## src/rtl/branch_predictor_unit.sv

```systemverilog
// ---------------------------------------------------------------------------
// branch_predictor_unit
//
// Purpose:
//   Predicts the direction of conditional branches from a table of 2-bit
//   saturating counters indexed by the low bits of the branch address, and
//   emits the predicted next fetch address. Once execution of the pending
//   branch completes, the real outcome is resolved from W / CY, the counter
//   is trained, and a misprediction is flagged to the fetch stage together
//   with the architecturally correct next address.
//
// Ports:
//   clock, reset          rising-edge clock, synchronous active-high reset
//   branch_valid          latched_branch holds a new instruction this cycle
//   latched_branch[21:0]  instruction word ([21:18] opcode, [10:0] target)
//   latched_branch_addr   address of that instruction
//   latched_W, latched_CY W register and carry flag at execution
//   latched_exec_done     the pending branch has finished executing
//   busy                  a branch is waiting to be resolved
//   pred_valid            1-cycle strobe qualifying pred_taken / pred_addr
//   pred_taken, pred_addr predicted direction and next fetch address
//   resolve_valid         1-cycle strobe qualifying mispredict/correct_addr
//   mispredict            prediction was wrong
//   correct_addr          real next fetch address
//   stat_branches,        (BP_STATS_EN only) saturating counts of resolved
//   stat_mispredicts       branches and of mispredicted branches
//
// Build options:
//   BP_STATS_EN  adds the two statistics counters and their output ports.
// ---------------------------------------------------------------------------
module branch_predictor_unit #(
   parameter int         INDEX_BITS = 6,
   parameter logic [1:0] CTR_INIT   = 2'b01
) (
   input  logic        clock,
   input  logic        reset,
   input  logic        branch_valid,
   input  logic [21:0] latched_branch,
   input  logic [10:0] latched_branch_addr,
   input  logic [15:0] latched_W,
   input  logic        latched_CY,
   input  logic        latched_exec_done,
   output logic        busy,
   output logic        pred_valid,
   output logic        pred_taken,
   output logic [10:0] pred_addr,
   output logic        resolve_valid,
   output logic        mispredict,
`ifdef BP_STATS_EN
   output logic [15:0] stat_branches,
   output logic [15:0] stat_mispredicts,
`endif
   output logic [10:0] correct_addr
);

   localparam int DEPTH = 1 << INDEX_BITS;

   localparam logic [3:0] OP_JMP = 4'hA;
   localparam logic [3:0] OP_JZ  = 4'hB;
   localparam logic [3:0] OP_JNZ = 4'hC;
   localparam logic [3:0] OP_JC  = 4'hD;
   localparam logic [3:0] OP_JNC = 4'hE;

   typedef enum logic {IDLE, WAIT} state_t;

   state_t state;

   // Counter table; bit [1] of each entry is the predicted direction.
   logic [1:0] ctr [DEPTH];

   // Captured copy of the pending branch.
   logic [3:0]            op_q;
   logic [10:0]           target_q;
   logic [10:0]           addr_q;
   logic [INDEX_BITS-1:0] idx_q;

   // Instruction bits between opcode and target carry no meaning here.
   logic unused_bits;
   assign unused_bits = ^latched_branch[17:11];

   // Real branch outcome for a given opcode and execution flags.
   function automatic logic eval_taken(input logic [3:0]  op,
                                       input logic [15:0] w,
                                       input logic        cy);
      logic t;
      t = 1'b0;
      case (op)
         OP_JMP:  t = 1'b1;
         OP_JZ:   t = (w == 16'd0);
         OP_JNZ:  t = (w != 16'd0);
         OP_JC:   t = cy;
         OP_JNC:  t = ~cy;
         default: t = 1'b0;
      endcase
      return t;
   endfunction

   // ---- Prediction side (incoming instruction) ----
   logic [3:0]            new_op;
   logic                  new_is_branch;
   logic [INDEX_BITS-1:0] new_idx;
   logic                  new_taken;
   logic [10:0]           new_target;
   logic [10:0]           new_seq;
   logic                  accept;

   assign new_op        = latched_branch[21:18];
   assign new_is_branch = (new_op >= OP_JMP) && (new_op <= OP_JNC);
   assign new_idx       = latched_branch_addr[INDEX_BITS-1:0];
   assign new_target    = latched_branch[10:0];
   assign new_seq       = latched_branch_addr + 11'd1;   // wraps 0x7FF -> 0x000
   assign new_taken     = (new_op == OP_JMP) | ctr[new_idx][1];
   assign accept        = (state == IDLE) && branch_valid && new_is_branch;

   // ---- Resolution side (pending instruction) ----
   logic        act_taken;
   logic [10:0] seq_q;
   logic        is_jmp_q;
   logic        resolve_fire;
   logic        misp_now;

   assign act_taken    = eval_taken(op_q, latched_W, latched_CY);
   assign seq_q        = addr_q + 11'd1;
   assign is_jmp_q     = (op_q == OP_JMP);
   assign resolve_fire = (state == WAIT) && latched_exec_done;
   // pred_taken still holds the prediction made for the pending branch.
   assign misp_now     = !is_jmp_q && (act_taken != pred_taken);

   // ---- Main FSM, table and registered outputs ----
   always_ff @(posedge clock) begin
      if (reset) begin
         state         <= IDLE;
         busy          <= 1'b0;
         pred_valid    <= 1'b0;
         pred_taken    <= 1'b0;
         pred_addr     <= 11'd0;
         resolve_valid <= 1'b0;
         mispredict    <= 1'b0;
         correct_addr  <= 11'd0;
         op_q          <= 4'd0;
         target_q      <= 11'd0;
         addr_q        <= 11'd0;
         idx_q         <= '0;
         for (int i = 0; i < DEPTH; i++) begin
            ctr[i] <= CTR_INIT;
         end
      end else begin
         // Strobes drop unless re-asserted below.
         pred_valid    <= 1'b0;
         resolve_valid <= 1'b0;

         case (state)
            IDLE: begin
               if (accept) begin
                  op_q       <= new_op;
                  target_q   <= new_target;
                  addr_q     <= latched_branch_addr;
                  idx_q      <= new_idx;
                  pred_valid <= 1'b1;
                  pred_taken <= new_taken;
                  pred_addr  <= new_taken ? new_target : new_seq;
                  busy       <= 1'b1;
                  state      <= WAIT;
               end
            end

            WAIT: begin
               // New branches are not accepted here; upstream re-presents.
               if (resolve_fire) begin
                  resolve_valid <= 1'b1;
                  correct_addr  <= act_taken ? target_q : seq_q;
                  mispredict    <= misp_now;
                  // Unconditional jumps never train the table.
                  if (!is_jmp_q) begin
                     if (act_taken) begin
                        if (ctr[idx_q] != 2'b11) ctr[idx_q] <= ctr[idx_q] + 2'd1;
                     end else begin
                        if (ctr[idx_q] != 2'b00) ctr[idx_q] <= ctr[idx_q] - 2'd1;
                     end
                  end
                  busy  <= 1'b0;
                  state <= IDLE;
               end
            end

            default: begin
               busy  <= 1'b0;
               state <= IDLE;
            end
         endcase
      end
   end

`ifdef BP_STATS_EN
   // ---- Saturating statistics counters ----
   always_ff @(posedge clock) begin
      if (reset) begin
         stat_branches    <= 16'd0;
         stat_mispredicts <= 16'd0;
      end else if (resolve_fire) begin
         if (stat_branches != 16'hFFFF) stat_branches <= stat_branches + 16'd1;
         if (misp_now && (stat_mispredicts != 16'hFFFF))
            stat_mispredicts <= stat_mispredicts + 16'd1;
      end
   end
`endif

endmodule

```

## config.mk

```make
export PLATFORM = sky130hd
export DESIGN_NAME = branch_predictor_unit
export DESIGN_NICKNAME = d
export VERILOG_FILES = /design/src/rtl/branch_predictor_unit.sv
export SDC_FILE = /design/constraint.sdc
export NUM_CORES = 1
export LEC_CHECK = 0
export ABC_CLOCK_PERIOD_IN_PS = 5100
export CORE_MARGIN = 2
export CORE_UTILIZATION = 50
export CTS_BUF_LIST = sky130_fd_sc_hd__clkbuf_16
export CTS_CLUSTER_DIAMETER = 50
export DETAILED_ROUTE_END_ITERATION = 10
export PLACE_DENSITY_LB_ADDON = 0.2
export SYNTH_ARGS = -nofsm -noshare
export SYNTH_HDL_FRONTEND = slang
export SYNTH_SLANG_ARGS = --single-unit
```

## constraint.sdc

```tcl
create_clock -name clock -period 5.1 [get_ports clock]
set_input_delay 0.51 -clock clock [delete_from_list [all_inputs] [get_ports clock]]
set_output_delay 0.51 -clock clock [all_outputs]
set_load 0.01 [all_outputs]
```

# == Word level (Yosys, flattened, before mapping) ==
# Memories as Yosys holds them, arrays and structs flattened. A register that Yosys moved wholly into a read port is not among the register bits.
# Index checks and enable logic that the tools add are counted.
# totals
regBits,60
ramBits,128
input_bits,54
output_inout_bits,27
wordCells,80
mem_count,1
# op_classes
add_sub_neg,4
magnitude_cmp,2
eq_ne,10
n_mux,32
bitwise,4
n_reduce_logical,15
# mem_list
name,depth,word_bits,read_ports,rd_ports_with_merged_regs,wr,line_no,text
ctr,64,2,2,1,64,69,logic [1:0] ctr [DEPTH];
# ops
operator,count
$eq 4x4->1 const B,6
$add 11x1->11 const B,2
$mux 1,22
$mux 11,2
$mux 6,3
$logic_not 16->1,1
$reduce_bool 16->1,1
$reduce_and 2->1,3
$reduce_or 2->1,3
$logic_and 1x1->1,5
$pmux 1 s5,1
$ge 4x4->1 const B,1
$le 4x4->1 const B,1
$mux 2,2
$ne 2x2->1 const B,2
$pmux 1 s2,2
$add 2x1->2 const B,1
$ne 2x1->1 const B,1
$not 1->1,2
$or 1x1->1,2
$reduce_bool 2->1,1
$sub 2x1->2 const B,1
$logic_not 1->1,1
$ne 1x1->1,1

# == Longest topological paths before layout ==
# Gate-level depths: netlist of run 1.
# logic_depth
depth_word,11
ltp_mapped,11
ltp_nobuf,8

# == Least setup slack after synthesis of run 1 ==
# OpenSTA, ideal clock, no wires.
# synth_path
path_kind,in2reg
start,input port latched_branch_addr[1]
end,register pred_addr[0]
arrival_time_ps,2918
setup_slack_ps,2049
stages,9
path_cell_list,clkbuf_1 clkbuf_1 mux4_2 a311o_1 o211ai_1 clkbuf_1 nand2_1 mux2i_1 a21oi_1
# synth_between
elab_chain_cells,3
# synth_lines
element,line_no,text
from (decl),39,"input logic [10:0] latched_branch_addr,"
$mem_v2 64x2,--,
$or 1x1->1,112,assign new_taken = (new_op == OP_JMP) | ctr[new_idx][1];
$mux 11,161,pred_addr <= new_taken ? new_target : new_seq;
to (signal assigned),161,
to (decl),46,"output logic [10:0] pred_addr,"
# Every way passes these cells.
# A chain may end at the register's enable or synchronous reset.

==> impl_metrics.env, run 1 <==
export IMPL_syn_area_per_cell_sq_um=10.70
export IMPL_grt_pass1_wl_microns=40970
export IMPL_instances_no_fill=1223
export IMPL_num_vias=7404
export IMPL_cpMaxStageDelayCell="dfxtp_1"
export IMPL_clock_sinks=188
export IMPL_std_cell_rows=51
export IMPL_gp_congestion=0.8165
export IMPL_ys_warn_count=0
export IMPL_first_pass_iters=5
export IMPL_fin_crit_sh_pct=76.73
export IMPL_synth_edff_count=128
export IMPL_final_util_pct=58.51
export IMPL_pin_count=81
export IMPL_status="completed"
export IMPL_dp_hpwl_microns=17330
export IMPL_path_cells="buf_4, mux4_2, mux2i_1, a221oi_1, a22oi_2, or3_1, nand2_2, buf_4, o31ai_1"
export IMPL_htree_levels=4
export IMPL_drt_iter0_markers=795
export IMPL_worstMarginPinSlew_ps=1315
export IMPL_cts_setup_buffers=0
export IMPL_final_max_slew_viol_count=0
export IMPL_root_buffer="clkbuf_16"
export IMPL_core_sq_um=19330
export IMPL_yosys_most_used_dff="edfxtp_1"
export IMPL_fmaxAchievable_mhz=255.6
export IMPL_synth_area_leaders="edfxtp_1 (39%), dfxtp_1 (12%), mux4_2 (11%)"
export IMPL_drc=0
export IMPL_syn_inst=916
export IMPL_ys_types=55
export IMPL_clkLatencyLatePin_ps=440
export IMPL_cap_viol_max_count=0
export IMPL_cts_tree="built"
export IMPL_detail_route_wl_per_cell_microns=21.63
export IMPL_final_hold_violation_count=0
export IMPL_worstPathArrival_ps=4010
export IMPL_cp_required_ps=5200
export IMPL_numCtsBuffers=17
export IMPL_die_w_microns=144.0
export IMPL_post_cts_resized=0
export IMPL_ys_ff_latch=188
export IMPL_grt_max_degree=76
export IMPL_grt_setup_unrepaired="false"
export IMPL_port_buffers=73
export IMPL_viasPerCell=6.054
export IMPL_gr_total_overflow=0
export IMPL_start_kind="flop"
export IMPL_antenna_found_initial=0
export IMPL_setup_violations=0
export IMPL_dpl_cell_count=1191
export IMPL_grt_pass1_vias=7245
export IMPL_track_usage_pct=26.73
export IMPL_post_route_min_period_ps=3913
export IMPL_setup_tns_ps=0
export IMPL_drive_gt1_share_pct=13.99
export IMPL_crit_type="flop to flop"
export IMPL_p_per_area_nw_per_um2=300.6
export IMPL_syn_cell_area_sq_um=9801
export IMPL_ys_seq_area_share_pct=51.47
export IMPL_fp_dieH_microns=144.0
export IMPL_synth_fp_nets=972
export IMPL_clockBufferDepth=2
export IMPL_max_vdd_ir_drop_v=0.0002714
export IMPL_synth_async_reset_ratio_pct=0
export IMPL_yosysTopAreaCellShare_pct=39.22
export IMPL_p_leak_nw=3.431
export IMPL_n_fill_cell=1579
export IMPL_ctsHoldBuffers=0
export IMPL_holdCritPathClass="flop to flop"
export IMPL_ant_nets=0
export IMPL_drt_total_wl_microns=26460
export IMPL_layout_nets=1001
export IMPL_initial_core_util_pct=50.69
export IMPL_area_growth_synth_to_final_pct=15.44
export IMPL_critPathMaxStageDelay_ps=710
export IMPL_finClkSkew_ps=11.77
export IMPL_die_area_sq_um=20740
export IMPL_synth_commonest_cells="nand2_1 (136), edfxtp_1 (128), nor2_1 (81)"
export IMPL_relSlewSlack_pct=12.16
export IMPL_yosys_area_top_type="edfxtp_1"
export IMPL_diodes=0
export IMPL_cpMostUsedCell="buf_4"
export IMPL_yosysMostFrequentCell="nand2_1"
export IMPL_end_kind="flop"
export IMPL_clk_pin_slew_worst_paths_ps=70
export IMPL_worstPathMaxFanout=19
-- placed cells by master, fill, tap and decap left out, drive strengths merged, types with 3 or more instances in the layout --
cell type      instances
nor2                  82
nand3b                 4
a22oi                  3
nand2                137
mux2i                 30
mux4                  47
o21ai                 56
nor4                   7
edfxtp               128
clkbuf                17
clkdlybuf4s50         73
nand3                 65
o31ai                 22
xnor2                 12
nand4                  3
and2                  12
inv                   12
xor2                   9
nor3                  27
a221oi                 4
o21a                  11
buf                   28
and3                   7
a311oi                10
nor2b                  7
a21oi                 39
o211ai                 3
or3                    3
nand2b                 3
clkinv                 7
and3b                  3
dfxtp                 60
-- power by group --
part	total [W]	switching [W]	internal, W
clock network	0.00132	0.000599	0.000721
registers	0.00170	0.0000362	0.00166
logic	0.000386	0.000230	0.000155
-- critical path, delay by kind of cell (launching register included) --
family,cells,cell delay [ps]
and+or+nand+nor,2,450
buffers and inverters,2,720
muxes,2,750
AOI/OAI and AO/OA,3,950
DFF,1,710
-- sequential cells by signal (all words and copies together) (netlist names), 4 cells and up, named ones only --
| name | flops |
|---|---|
| addr_q | 11 |
| correct_addr | 11 |
| ctr | 128 |
| op_q | 4 |
| pred_addr | 11 |
| target_q | 11 |
-- cell families (layout without fill, tap and decap cells) --
kind of cell,Yosys count,count (layout),synth area share [%]
AO/OA/AOI/OAI,159,159,10.30
XOR/XNOR,21,21,1.877
adder cells (fa/ha/maj),2,2,0.2553
buffers and inverters,99,141,4.213
flip-flops,188,188,51.47
multiplexers,79,79,14.22
AND/OR/NAND/NOR,368,368,17.66
-- path summary, 6_finish.rpt --
path                     from          end  slack [ps]  cells past startpoint
setup / recovery         flop   ctr[38][1]        1190                      9
hold / removal    target_q[8]  target_q[8]         460                      2
setup reg to reg         flop   ctr[38][1]        1190                      9
hold reg to reg   target_q[8]  target_q[8]         460                      2
-- metal layers --
layer / vias to the layer above / track usage [%] / wire (microns)
met2: 316 / 43.33 / 12900
met5: - / 0 / 0
li1: 3430 / - / -
met3: 40 / 4.603 / 1989
met4: 0 / 9.391 / 561
met1: 3618 / 36.62 / 11010
-- layout make-up --
cell class	count	area [sq um]	area share [%]
Tap cell	265	331.6	2.931
Clock inverter	15	146.4	1.294
Sequential cell	188	5046	44.60
Inverter	8	30.03	0.2654
Multi-Input combinational cell	629	4368	38.61
Clock buffer	17	425.4	3.760
Timing Repair Buffer	101	965.9	8.538
-- stage by stage --
step / hold slack (ps) / total power (W) / setup slack (ps) / cell area, sq um
detailed placement: 446.7 / 0.002111 / 1203 / 10740
CTS: 456.4 / 0.003409 / 1189 / 11310
global placement: 441.9 / 0.002106 / 1253 / 10740
finish: 456.0 / 0.003401 / 1187 / 11310
floorplan: 435.7 / 0.001956 / 2049 / 9801
global route: 485.3 / 0.003504 / 945.8 / 11310
No activity file was read; power rests on OpenSTA's default activity.
==> run 2, diff against run 1 <==
--- a/config.mk
+++ b/config.mk
@@ -5,7 +5,7 @@
 export SDC_FILE = /design/constraint.sdc
 export NUM_CORES = 1
 export LEC_CHECK = 0
-export ABC_CLOCK_PERIOD_IN_PS = 5100
+export ABC_CLOCK_PERIOD_IN_PS = 3830
 export CORE_MARGIN = 2
 export CORE_UTILIZATION = 50
 export CTS_BUF_LIST = sky130_fd_sc_hd__clkbuf_16
==> constraint.sdc (replaced) <==
create_clock -name clock -period 3.83 [get_ports clock]
set_input_delay 0.383 -clock clock [delete_from_list [all_inputs] [get_ports clock]]
set_output_delay 0.383 -clock clock [all_outputs]
set_load 0.01 [all_outputs]
==> run 2 against run 1 <==
  * Cell count rose by 0.82%
  * Global-route usage fell by 0.47 points
  * First-iteration DRC count fell by 11%
  * Via count rose by 1.2%
  * Sequential share of layout area fell by 0.43 points
  * Power rose by 32%
  * Non-clock buffer count rose by 10
  * Sequential power rose by 33%
  * Die area did not move
  * Hold slack got worse by 3.3 ps
  * Cell area rose by 0.98%
==> impl_metrics.env, run 2 (synthesis results as in run 1) <==
export IMPL_status="completed"
export IMPL_final_hold_violation_count=0
export IMPL_clockBufferDepth=2
export IMPL_grt_max_degree=76
export IMPL_ant_nets=0
export IMPL_cpMaxStageDelayCell="mux4_2"
export IMPL_hp_start="target_q[0]"
export IMPL_diodes=0
export IMPL_combPwrFrac_pct=11.9
export IMPL_hold_depth=2
export IMPL_clkPwrFrac_pct=38.0
export IMPL_cap_viol_max_count=0
export IMPL_track_usage_pct=26.26
export IMPL_setup_ws_ps=432.4
export IMPL_post_cts_resized=0
export IMPL_post_route_min_period_ps=3398
export IMPL_cts_setup_buffers=0
export IMPL_area_growth_synth_to_final_pct=16.57
export IMPL_drc=0
export IMPL_gr_total_overflow=0
export IMPL_port_buffers=73
export IMPL_largest_register_ffs=128
export IMPL_viasPerCell=6.079
export IMPL_path_buf_inv=2
export IMPL_mostFrequentLayoutCells="nand2_1 (136), edfxtp_1 (128), nor2_1 (81)"
export IMPL_grt_pass1_wl_microns=40150
export IMPL_worstPathMaxFanout=28
export IMPL_p_per_area_nw_per_um2=393.9
export IMPL_setup_violations=0
export IMPL_std_cell_rows=51
export IMPL_seqPwrFrac_pct=50.1
export IMPL_cpMostUsedCell="mux4_2"
export IMPL_initial_core_util_pct=50.69
export IMPL_cp_required_ps=3920
export IMPL_final_util_pct=59.09
export IMPL_r2r_setup_slack_ps=430
export IMPL_worstPathArrival_ps=3490
export IMPL_final_max_slew_viol_count=0
export IMPL_dp_hpwl_microns=17200
export IMPL_root_buffer="clkbuf_16"
export IMPL_relSlewSlack_pct=35.96
export IMPL_clk_pin_slew_worst_paths_ps=60
export IMPL_cp_top_family="multiplexers"
export IMPL_swShare_pct=24.89
export IMPL_fin_crit_sh_pct=88.71
export IMPL_p_int_w=0.003381
export IMPL_fmaxAchievable_mhz=294.3
export IMPL_layout_nets=1011
export IMPL_clkLatencyLatePin_ps=440
export IMPL_critPathMaxStageDelay_ps=570
export IMPL_gp_congestion=0.8594
export IMPL_grt_setup_unrepaired="false"
export IMPL_num_vias=7496
export IMPL_path_cells="buf_12, mux4_2, mux4_2, a2bb2oi_1, a22oi_4, or3_1, nand2_2, buf_4, o31ai_1"
export IMPL_net_switching_power_w=0.001120
export IMPL_p_leak_nw=3.490
export IMPL_fp_dieH_microns=144.0
export IMPL_pin_count=81
export IMPL_worstMarginPinSlew_ps=960.6
export IMPL_grt_pass1_vias=7148
export IMPL_end_kind="flop"
export IMPL_cp_depth=9
export IMPL_numCtsBuffers=17
export IMPL_core_sq_um=19330
export IMPL_detail_route_wl_per_cell_microns=21.41
export IMPL_first_pass_iters=6
export IMPL_clock_sinks=188
export IMPL_max_vdd_ir_drop_v=0.0003318
export IMPL_finClkSkew_ps=10.38
export IMPL_ctsHoldBuffers=0
export IMPL_worstRegToRegCells=9
export IMPL_place_ws_ps=444.6
export IMPL_largest_register="ctr"
export IMPL_drive_gt1_share_pct=14.77
export IMPL_die_area_sq_um=20740
export IMPL_holdCritPathClass="flop to flop"
export IMPL_start_kind="flop"
export IMPL_die_w_microns=144.0
export IMPL_cts_tree="built"
export IMPL_crit_type="flop to flop"
export IMPL_setup_tns_ps=0
export IMPL_htree_levels=4
export IMPL_final_common_cell="nand2_1"
export IMPL_drt_total_wl_microns=26400
export IMPL_antenna_found_initial=0
export IMPL_drt_iter0_markers=704
==> run 2: cell count changes in the layout (fill, tap and decap cells not counted), sizes merged <==
| cell | delta |
|---|---|
| buf | +10 |
| clkinv | -1 |
| clkinvlp | +2 |
| inv | -1 |
==> run 2: through the flow <==
step / hold slack (ps) / power [W] / area [sq um] / cells
2_1_floorplan: 435.7 / 0.002604 / 9801 / 916
4_1_cts: 454.8 / 0.004498 / 11420 / 1233
6_report: 452.7 / 0.004501 / 11420 / 1233
5_1_grt: 467.0 / 0.004622 / 11420 / 1233
3_5_place_dp: 446.0 / 0.002830 / 10870 / 1201
3_3_place_gp: 441.0 / 0.002824 / 10870 / 1201
==> run 2: final timing paths <==
path,to
max,ctr[62][0]
min,target_q[0]
max reg2reg,ctr[62][0]
min reg2reg,target_q[0]
==> run 2: worst min-delay path, stage by stage, from the launching register on <==
cell and delay (ps):
dfxtp_1 310, nand2_1 50, a21oi_1 50
==> run 2: per-layer routing <==
metal  up-vias  GRT usage, %  wire length [microns]
met5         -             0                      0
met1      3635         36.41                  10750
met3        62         5.563                   2414
met4         0         9.804                    764
li1       3440             -                      -
met2       359         41.05                  12480
==> run 2: power by group through the flow <==
| stage | registers [W] | clock network [W] | logic [W] |
|---|---|---|---|
| 2_1_floorplan | 0.00228 | 0 | 0.000326 |
| 4_1_cts | 0.00226 | 0.00171 | 0.000533 |
| 3_5_place_dp | 0.00230 | 0 | 0.000530 |
| 5_1_grt | 0.00226 | 0.00179 | 0.000574 |
| 6_report | 0.00226 | 0.00171 | 0.000535 |
| 3_3_place_gp | 0.00230 | 0 | 0.000526 |
==> run 2: final cells by class <==
class                      count  area (sq um)
clock buffer                  17         425.4
clock inverter                15         132.6
fill                        1623          7910
inverter                       8         30.03
multi-input combinational    629          4368
sequential                   188          5046
tap                          265         331.6
timing repair buffer         111          1091
==> run 3, diff against run 2 <==
--- a/config.mk
+++ b/config.mk
@@ -12,6 +12,7 @@
 export CTS_CLUSTER_DIAMETER = 50
 export DETAILED_ROUTE_END_ITERATION = 10
 export PLACE_DENSITY_LB_ADDON = 0.2
+export REMOVE_ABC_BUFFERS = 1
 export SYNTH_ARGS = -nofsm -noshare
 export SYNTH_HDL_FRONTEND = slang
 export SYNTH_SLANG_ARGS = --single-unit
==> run 3 against run 2 <==
  * Core utilization grew 0.17 points
  * Non-clock buffer count grew 4
  * Critical path depth grew 1
  * Global-route usage shrank 0.28 points
  * Critical path type unchanged
  * Critical endpoint is now ctr[52][1]
  * Largest cell class unchanged
  * Highest routed layer unchanged
==> impl_metrics.env, run 3 (synthesis results as in run 1) <==
export IMPL_status="completed"
export IMPL_drt_iter0_markers=633
export IMPL_cts_tree="built"
export IMPL_worstRegToRegCells=10
export IMPL_end_kind="flop"
export IMPL_combPwrFrac_pct=11.6
export IMPL_p_leak_nw=3.530
export IMPL_dp_hpwl_microns=16980
export IMPL_ctsHoldBuffers=0
export IMPL_finClkSkew_ps=9.477
export IMPL_cts_setup_buffers=0
export IMPL_gr_total_overflow=0
export IMPL_cpMostUsedCell="buf_4"
export IMPL_clock_sinks=188
export IMPL_path_buf_inv=3
export IMPL_root_buffer="clkbuf_16"
export IMPL_layout_nets=1015
export IMPL_relSlewSlack_pct=22.17
export IMPL_swShare_pct=25.70
export IMPL_cap_viol_max_count=0
export IMPL_clkLatencyLatePin_ps=430
export IMPL_clk_pin_slew_worst_paths_ps=70
export IMPL_worstReg2RegEnd="ctr[52][1]"
export IMPL_critPathMaxStageDelay_ps=700
export IMPL_track_usage_pct=25.98
export IMPL_whs_endpoint="target_q[2]"
export IMPL_worstMarginPinSlew_ps=1167
export IMPL_numCtsBuffers=17
export IMPL_clockBufferDepth=2
export IMPL_p_int_w=0.003391
export IMPL_clkPwrFrac_pct=39.0
export IMPL_std_cell_rows=51
export IMPL_area_growth_synth_to_final_pct=16.92
export IMPL_worstPathMaxFanout=64
export IMPL_fp_dieH_microns=144.0
export IMPL_die_area_sq_um=20740
export IMPL_r2r_setup_slack_ps=310
export IMPL_ant_nets=0
export IMPL_htree_levels=4
export IMPL_grt_pass1_wl_microns=40350
export IMPL_final_max_slew_viol_count=0
export IMPL_grt_pass1_vias=7171
export IMPL_drive_gt1_share_pct=15.53
export IMPL_start_kind="flop"
export IMPL_final_common_cell="nand2_1"
export IMPL_cpMaxStageDelayCell="dfxtp_1"
export IMPL_worstPathArrival_ps=3630
export IMPL_detail_route_wl_per_cell_microns=21.10
export IMPL_cp_top_family="multiplexers"
export IMPL_setup_violations=0
export IMPL_gp_congestion=0.8274
export IMPL_max_vdd_ir_drop_v=0.0003107
export IMPL_grt_setup_unrepaired="false"
export IMPL_port_buffers=73
export IMPL_fin_crit_sh_pct=91.80
export IMPL_antenna_found_initial=0
export IMPL_initial_core_util_pct=50.69
export IMPL_hold_slack_ps=456.4
export IMPL_crit_type="flop to flop"
export IMPL_diodes=0
export IMPL_mostFrequentLayoutCells="nand2_1 (136), edfxtp_1 (128), nor2_1 (81)"
export IMPL_seqPwrFrac_pct=49.3
export IMPL_path_cells="buf_4, mux4_2, mux2i_1, a221oi_1, a22oi_2, buf_4, nand3_1, nand2_2, buf_12, o21ai_0"
export IMPL_largest_register_ffs=128
export IMPL_holdCritPathClass="flop to flop"
export IMPL_largest_register="ctr"
export IMPL_core_sq_um=19330
export IMPL_post_cts_resized=0
export IMPL_num_vias=7508
export IMPL_first_pass_iters=6
export IMPL_post_route_min_period_ps=3516
export IMPL_cp_required_ps=3950
export IMPL_hold_depth=2
export IMPL_hp_start="target_q[2]"
export IMPL_p_per_area_nw_per_um2=398.3
export IMPL_viasPerCell=6.070
export IMPL_dpl_cell_count=1205
export IMPL_grt_max_degree=76
export IMPL_die_w_microns=144.0
export IMPL_pin_count=81
export IMPL_drc=0
export IMPL_fmaxAchievable_mhz=284.4
export IMPL_final_hold_violation_count=0
export IMPL_drt_total_wl_microns=26100
export IMPL_instances_no_fill=1237
export IMPL_setup_tns_ps=0
export IMPL_p_total_w=0.004564
export IMPL_net_switching_power_w=0.001173
==> run 3: per-stage QoR <==
step / util [%] / setup slack (ps) / instance area, sq um
after floorplan: - / -672.9 / 9418
after global placement: 56.16 / 372.8 / 10860
after detailed placement: 56.16 / 337.5 / 10860
after CTS: 59.26 / 327.1 / 11460
after global routing: 59.26 / 158.9 / 11460
final: 59.26 / 314.0 / 11460
==> run 3: worst max path at each step <==
stage | endpoint | cells after the start
6_report | ctr[52][1] | 10
5_1_grt | ctr[9][1] | 10
4_1_cts | ctr[20][0] | 10
3_5_place_dp | ctr[20][0] | 10
3_3_place_gp | ctr[20][0] | 10
2_1_floorplan | ctr[1][0] | 7
==> run 3: per-layer routing <==
metal	vias to the layer above	GRT usage (%)	share of wire (%)
li1	3451	-	-
met1	3663	36.11	42
met2	340	41.48	48
met3	54	3.940	7.1
met4	0	9.959	2.9
met5	-	0	0
==> run 3: cell type report <==
| type | count | area (sq um) |
|---|---|---|
| Inverter | 8 | 30.03 |
| Multi-Input combinational cell | 629 | 4368 |
| Clock buffer | 20 | 500.5 |
| Tap cell | 265 | 331.6 |
| Sequential cell | 188 | 5046 |
| Timing Repair Buffer | 115 | 1084 |
| Clock inverter | 12 | 98.84 |
| Fill cell | 1635 | 7876 |
==> run 3: power groups by stage <==
stage                     clock, W  sequential, W  combinational [W]
after floorplan                  0        0.00229           0.000266
after global placement           0        0.00230           0.000527
after detailed placement         0        0.00230           0.000529
after CTS                  0.00179        0.00225           0.000531
after global routing       0.00187        0.00226           0.000570
final                      0.00178        0.00225           0.000531
==> run 3: worst reg2reg max path: cells and delay by family, from the launching register on <==
family                 cells  cell delay, ps
multiplexers               2             800
AO/OA/AOI/OAI              3             770
buffers and inverters      3             730
flip-flops                 1             700
AND/OR/NAND/NOR            2             190
